===== src/rtl/megaram_mem_seq.sv =====
// Memory sequencer behind the MegaRAM/SCC mapper: one request/ack handshake
// per cartridge bus cycle, with Z80 WAIT held until the memory answers.
//
// state      | meaning
// -----------+------------------------------------------------------------
// S_IDLE     | waiting for an armed read or RAM-mode write strobe
// S_WAIT_ACK | mem_req held, waiting for mem_ack or timeout
// S_RELEASE  | WAIT released, read data driven until the strobes rise
module megaram_mem_seq #(
    parameter int ADDR_W  = 23,
    parameter int TIMEOUT = 255
) (
    input  logic              clk,
    input  logic              reset,
    input  logic [ADDR_W-1:0] mem_addr,
    input  logic              cart_ena,
    input  logic              ram_ena,
    input  logic              rd_n,
    input  logic              wr_n,
    input  logic [7:0]        cdin,
    output logic [7:0]        cdout,
    output logic              cdout_oe,
    output logic              wait_n,
    output logic              mem_req,
    output logic              mem_we,
    output logic [ADDR_W-1:0] mem_a,
    output logic [7:0]        mem_wdata,
    input  logic [7:0]        mem_rdata,
    input  logic              mem_ack,
    output logic              timeout_err
);

    typedef enum logic [1:0] {
        S_IDLE,
        S_WAIT_ACK,
        S_RELEASE
    } state_t;

    localparam logic [9:0] TO_LIM = 10'(TIMEOUT);

    state_t            state_q, state_d;
    logic              mem_req_q, mem_req_d;
    logic              mem_we_q, mem_we_d;
    logic [ADDR_W-1:0] mem_a_q, mem_a_d;
    logic [7:0]        mem_wdata_q, mem_wdata_d;
    logic [7:0]        cdout_q, cdout_d;
    logic              cdout_oe_q, cdout_oe_d;
    logic              wait_n_q, wait_n_d;
    logic              timeout_err_q, timeout_err_d;
    logic              armed_q, armed_d;
    logic              ended_q, ended_d;
    logic [9:0]        cnt_q, cnt_d;

    logic       rd_go;
    logic       wr_go;
    logic       strobes_idle;
    logic [9:0] cnt_inc;

    assign strobes_idle = rd_n & wr_n;
    assign rd_go        = cart_ena & ~rd_n & armed_q;
    assign wr_go        = cart_ena & ~wr_n & ram_ena & armed_q;
    assign cnt_inc      = (cnt_q == 10'h3FF) ? cnt_q : cnt_q + 10'd1;

    always_comb begin
        state_d       = state_q;
        mem_req_d     = mem_req_q;
        mem_we_d      = mem_we_q;
        mem_a_d       = mem_a_q;
        mem_wdata_d   = mem_wdata_q;
        cdout_d       = cdout_q;
        cdout_oe_d    = cdout_oe_q;
        wait_n_d      = wait_n_q;
        timeout_err_d = timeout_err_q;
        armed_d       = armed_q;
        ended_d       = ended_q;
        cnt_d         = cnt_q;

        // One transaction per bus cycle: disarm on any cartridge strobe,
        // re-arm only once both strobes are back high.
        if (cart_ena && (!rd_n || !wr_n)) begin
            armed_d = 1'b0;
        end else if (strobes_idle) begin
            armed_d = 1'b1;
        end

        case (state_q)
            S_IDLE: begin
                if (rd_go || wr_go) begin
                    state_d     = S_WAIT_ACK;
                    mem_req_d   = 1'b1;
                    wait_n_d    = 1'b0;
                    mem_a_d     = mem_addr;
                    mem_wdata_d = cdin;
                    mem_we_d    = ~rd_go;
                    cnt_d       = 10'd0;
                    ended_d     = 1'b0;
                end
            end
            S_WAIT_ACK: begin
                // The bus cycle may finish early; the request still completes
                // but any read data is thrown away.
                ended_d = ended_q | strobes_idle;
                cnt_d   = cnt_inc;
                if (mem_ack) begin
                    mem_req_d = 1'b0;
                    state_d   = S_RELEASE;
                    if (!mem_we_q && !ended_d) begin
                        cdout_d = mem_rdata;
                    end
                end else if (cnt_inc >= TO_LIM) begin
                    mem_req_d     = 1'b0;
                    cdout_d       = 8'hFF;
                    timeout_err_d = 1'b1;
                    state_d       = S_RELEASE;
                end
            end
            S_RELEASE: begin
                wait_n_d   = 1'b1;
                cdout_oe_d = ~mem_we_q & ~ended_q & ~rd_n & cart_ena;
                if (strobes_idle) begin
                    state_d    = S_IDLE;
                    cdout_oe_d = 1'b0;
                end
            end
            default: begin
                state_d = S_IDLE;
            end
        endcase
    end

    always_ff @(posedge clk) begin
        if (reset) begin
            state_q       <= S_IDLE;
            mem_req_q     <= 1'b0;
            mem_we_q      <= 1'b0;
            mem_a_q       <= '0;
            mem_wdata_q   <= 8'h00;
            cdout_q       <= 8'hFF;
            cdout_oe_q    <= 1'b0;
            wait_n_q      <= 1'b1;
            timeout_err_q <= 1'b0;
            armed_q       <= 1'b1;
            ended_q       <= 1'b0;
            cnt_q         <= 10'd0;
        end else begin
            state_q       <= state_d;
            mem_req_q     <= mem_req_d;
            mem_we_q      <= mem_we_d;
            mem_a_q       <= mem_a_d;
            mem_wdata_q   <= mem_wdata_d;
            cdout_q       <= cdout_d;
            cdout_oe_q    <= cdout_oe_d;
            wait_n_q      <= wait_n_d;
            timeout_err_q <= timeout_err_d;
            armed_q       <= armed_d;
            ended_q       <= ended_d;
            cnt_q         <= cnt_d;
        end
    end

    assign cdout       = cdout_q;
    assign cdout_oe    = cdout_oe_q;
    assign wait_n      = wait_n_q;
    assign mem_req     = mem_req_q;
    assign mem_we      = mem_we_q;
    assign mem_a       = mem_a_q;
    assign mem_wdata   = mem_wdata_q;
    assign timeout_err = timeout_err_q;

endmodule


===== config.mk =====
export PLATFORM = sky130hd
export DESIGN_NAME = megaram_mem_seq
export DESIGN_NICKNAME = d
export VERILOG_FILES = /design/src/rtl/megaram_mem_seq.sv
export SDC_FILE = /design/constraint.sdc
export NUM_CORES = 1
export LEC_CHECK = 0
export ABC_AREA = 1
export CORE_MARGIN = 2
export CORE_UTILIZATION = 55
export CTS_CLUSTER_DIAMETER = 200
export DETAILED_ROUTE_END_ITERATION = 8
export DONT_BUFFER_PORTS = 1
export GPL_TIMING_DRIVEN = 0
export HOLD_SLACK_MARGIN = 0.02
export PLACE_DENSITY = 0.73
export SLEW_MARGIN = 20
export SYNTH_ARGS = -nofsm -noshare
export SYNTH_HDL_FRONTEND = slang
export SYNTH_SLANG_ARGS = --single-unit

===== constraint.sdc =====
create_clock -name clk -period 2.9 [get_ports clk]
set_input_delay 0.145 -clock clk [delete_from_list [all_inputs] [get_ports clk]]
set_output_delay 0.145 -clock clk [all_outputs]
set_load 0.005 [all_outputs]

==> flow_summary_export.csv <==
group,metric,value,unit
yosys,synth_compound_area_share,11.9,%
grt,track_usage,23.1,%
grt,grt_pass1_vias,2201,
clock_tree,cts_max_path_buffers,2,
finish,final_nets,432,
clock_tree,cts-buffers-inserted,9,
timing,skew,0.00538,ns
die,rows,24,
clock_tree,htree_levels,3,
clock_tree,clk_latency,0.33,ns
worst_setup_path,worstSetupStartpointType,"flip-flop",
route,vias,2338,
worst_setup_path,worstSetupPathType,"flip-flop to flip-flop",
worst_setup_path,worstPathMaxFanout,9,
pwr,switching_share,24.2,%
pwr,power,1.79,mW
yosys,synth_cell_types,27,
yosys,synthCells,339,
worst_setup_path,rr_worst_depth,12,
place,finalWeightedCongestion,0.850,
route,viasPerCell,5.29,
min_path,worstHoldStart,"mem_rdata[5]",
yosys,synth_edf_count,0,
finish,n_fill_cell,353,
worst_setup_path,end_kind,"flip-flop",
yosys,syn_nets,386,
min_path,hold_path_depth,3,
finish,area_growth,24.9,%
worst_setup_path,crit_required,3.09,ns
timing,worst_pin_slew,0.484,ns
pwr,clockPowerShare,41.7,%
grt,grt_pass1_wl,9270,µm
route,dr.pass1.iters,6,
place,port_buffers,0,
clock_tree,ctsHoldBuffers,35,
status,status,"finished clean",
pwr,p_leak,1.28,nW
yosys,synth_top_area_share,47.2,%
yosys,post-synth-top-count-cell,"nand2_1",
route,drtIter0Drc,75,
clock_tree,cts.repair.resized,0,
route,routed_wl,5680,µm
pwr,combPwrFrac,9.8,%
clock_tree,clkSlewWorstSetupHoldPaths,0.06,ns
clock_tree,cts_num_sinks,58,
yosys,ys_seq_area_share,47.2,%
grt,grt_antenna_before_repair,0,
timing,report.final.slew_viol_count,0,
yosys,yosys_warnings,0,
timing,grt_setup_unrepaired,"false",
yosys,synth-simple-area-share,34.8,%
timing,slew_headroom,67.7,%
timing,worst_slack,0.912,ns
timing,finalSetupTns,0,ns
yosys,yosys.area.top_type,"dfxtp_1",
timing,layout_worst_path_cycle_share,68.6,%
yosys,muxShareOfSynthArea,0,%
die,boundaryPins,90,
place,preCtsSetupSlack,0.914,ns
yosys,syn_area,2460,µm²
die,fp.dieH,70.9,µm
worst_setup_path,r2r-start,"cnt_q[0]",
yosys,synth_top_family_by_area,"simple AND/OR/NAND/NOR gates",
die,core,4320,µm²
pwr,power_frac_seq,48.5,%
yosys,async_flop_share,0,%
worst_setup_path,reg2reg_slack,0.91,ns
die,start_util,56.9,%
finish,drive_gt1_share,9.49,%
yosys,syn_avg_cell_area,7.26,µm²
finish,antenna_cells,0,
grt,grt_max_degree,11,
route,drc,0,
run,max-cap-violations,0,
timing,setup_viol,0,
timing,fin_crit,1.99,ns
worst_setup_path,worstSetupStartpoint,"cnt_q[0]",
pwr,p_switching,0.433,mW
timing,hold_viol,0,
die,die_area,5030,µm²
yosys,synthXorXnorAreaFrac,0.356,%
finish,multi_input_area,1170,µm²
yosys,synth-adder-area-share,0.508,%
finish,layout.area.seq,1160,µm²
worst_setup_path,arrival,2.18,ns
die,die_w,70.9,µm
clock_tree,cts_tree,"yes",
yosys,synth_flop_cell,"dfxtp_1",
pwr,peakVddDrop,0.000361,V
route,avgRoutedWirePerCell,12.9,µm
route,postRouteAntennaNets,0,
timing,fmax,503,MHz
yosys,yosys_register_bits,58,
clock_tree,post_cts_buffers,0,
min_path,hold_class,"input port to flip-flop",
clock_tree,root_buffer,"clkbuf_8",
place,hpwl,3730,µm
pwr,power.internal,1.36,mW
yosys,synth_common_cells,"nand2_1 (132), dfxtp_1 (58), a21oi_1 (44)",
grt,overflow,0,
pwr,power.density,582,nW/µm²
yosys,yosys-top-cells-area,"dfxtp_1 (47%), nand2_1 (20%), a21oi_1 (8.9%)",
## critical path: stages (launching register included)
cell	delay (ns)
dfxtp_1	0.42
ha_1	0.22
nand2_1	0.09
nor2_2	0.20
nand3_4	0.15
nand2_1	0.12
nand2_1	0.07
nor2_2	0.13
nand2_2	0.10
nand3_4	0.12
nand2_4	0.09
nand2_1	0.07
nand3_1	0.06
## metal layers
layer  up-vias  part of all wire [%]  routed length (µm)  global-route usage [%]
met5         -                     0                   0                       0
met4         0                   2.3                 129                    12.4
met3        11                   8.2                 464                    7.83
met2        90                    48                2700                    37.5
met1      1054                    42                2390                    26.9
li1       1183                     -                   -                       -
## flip-flops by register name (all words and copies together), names as in the netlist
register,flops
armed_q,1
cdout,8
cdout_oe,1
cnt_q,10
ended_q,1
mem_a,23
mem_req,1
mem_wdata,8
mem_we,1
state_q,2
timeout_err,1
wait_n,1
## worst paths after layout
path,endpoint
max,cdout[7]
max reg2reg,cdout[7]
min reg2reg,wait_n
min,cdout[5]
## cell type report
type | count | area share, %
multi-input cells | 248 | 38.1
well taps | 52 | 2.12
plain buffers | 14 | 1.83
clock inverters | 2 | 1.14
repair buffers | 35 | 11.4
inverters | 19 | 2.32
clock buffers | 14 | 5.29
flip-flops and latches | 58 | 37.8
## metrics by stage
stage               cell area, µm²  cells  utilization [%]  hold slack [ns]
floorplan                     2460    339                -            0.286
global placement              2530    391             58.4            0.291
detailed placement            2530    391             58.4            0.296
CTS                           3070    442             71.1           0.0502
global route                  3070    442             71.1           0.0691
finish                        3070    442             71.1           0.0630
## cell families after synthesis
| logic type | after synthesis |
|---|---|
| XOR/XNOR | 1 |
| AO/OA/AOI/OAI | 55 |
| flip-flops | 58 |
| AND/OR/NAND/NOR | 191 |
| buffers and inverters | 33 |
| adder cells (fa/ha/maj) | 1 |
## power groups by stage
stage          clock network, mW  registers (mW)  logic (mW)
2_1_floorplan                  0           0.875       0.108
3_3_place_gp                   0           0.883       0.133
3_5_place_dp                   0           0.883       0.136
4_1_cts                    0.757           0.866       0.174
5_1_grt                    0.789           0.870       0.198
6_report                   0.746           0.866       0.176
## cells in the final DEF, fill, tap and decap left out
| cell type | n |
|---|---|
| nand2_1 | 132 |
| dfxtp_1 | 58 |
| a21oi_1 | 44 |
| dlygate4sd3_1 | 35 |
| nand3_1 | 23 |
| inv_1 | 18 |
| clkbuf_1 | 16 |
| nor2_1 | 11 |
| clkbuf_8 | 11 |
| or2_2 | 8 |
| nor2_2 | 5 |
| o21ai_0 | 4 |
| nand2_4 | 2 |
| nand3_4 | 2 |
| nand4_1 | 2 |
| nand2_2 | 2 |
| o21ai_1 | 2 |
| nor3_1 | 2 |
| nor2_8 | 1 |
| o21ai_2 | 1 |
| xor2_1 | 1 |
| nor2_4 | 1 |
| o21a_1 | 1 |
| buf_4 | 1 |
| clkinv_1 | 1 |
| a21oi_2 | 1 |
| a32o_1 | 1 |
| o2111ai_1 | 1 |
| ha_1 | 1 |
| bufinv_16 | 1 |
| clkinv_2 | 1 |
No activity file was read; power rests on OpenSTA's default activity.
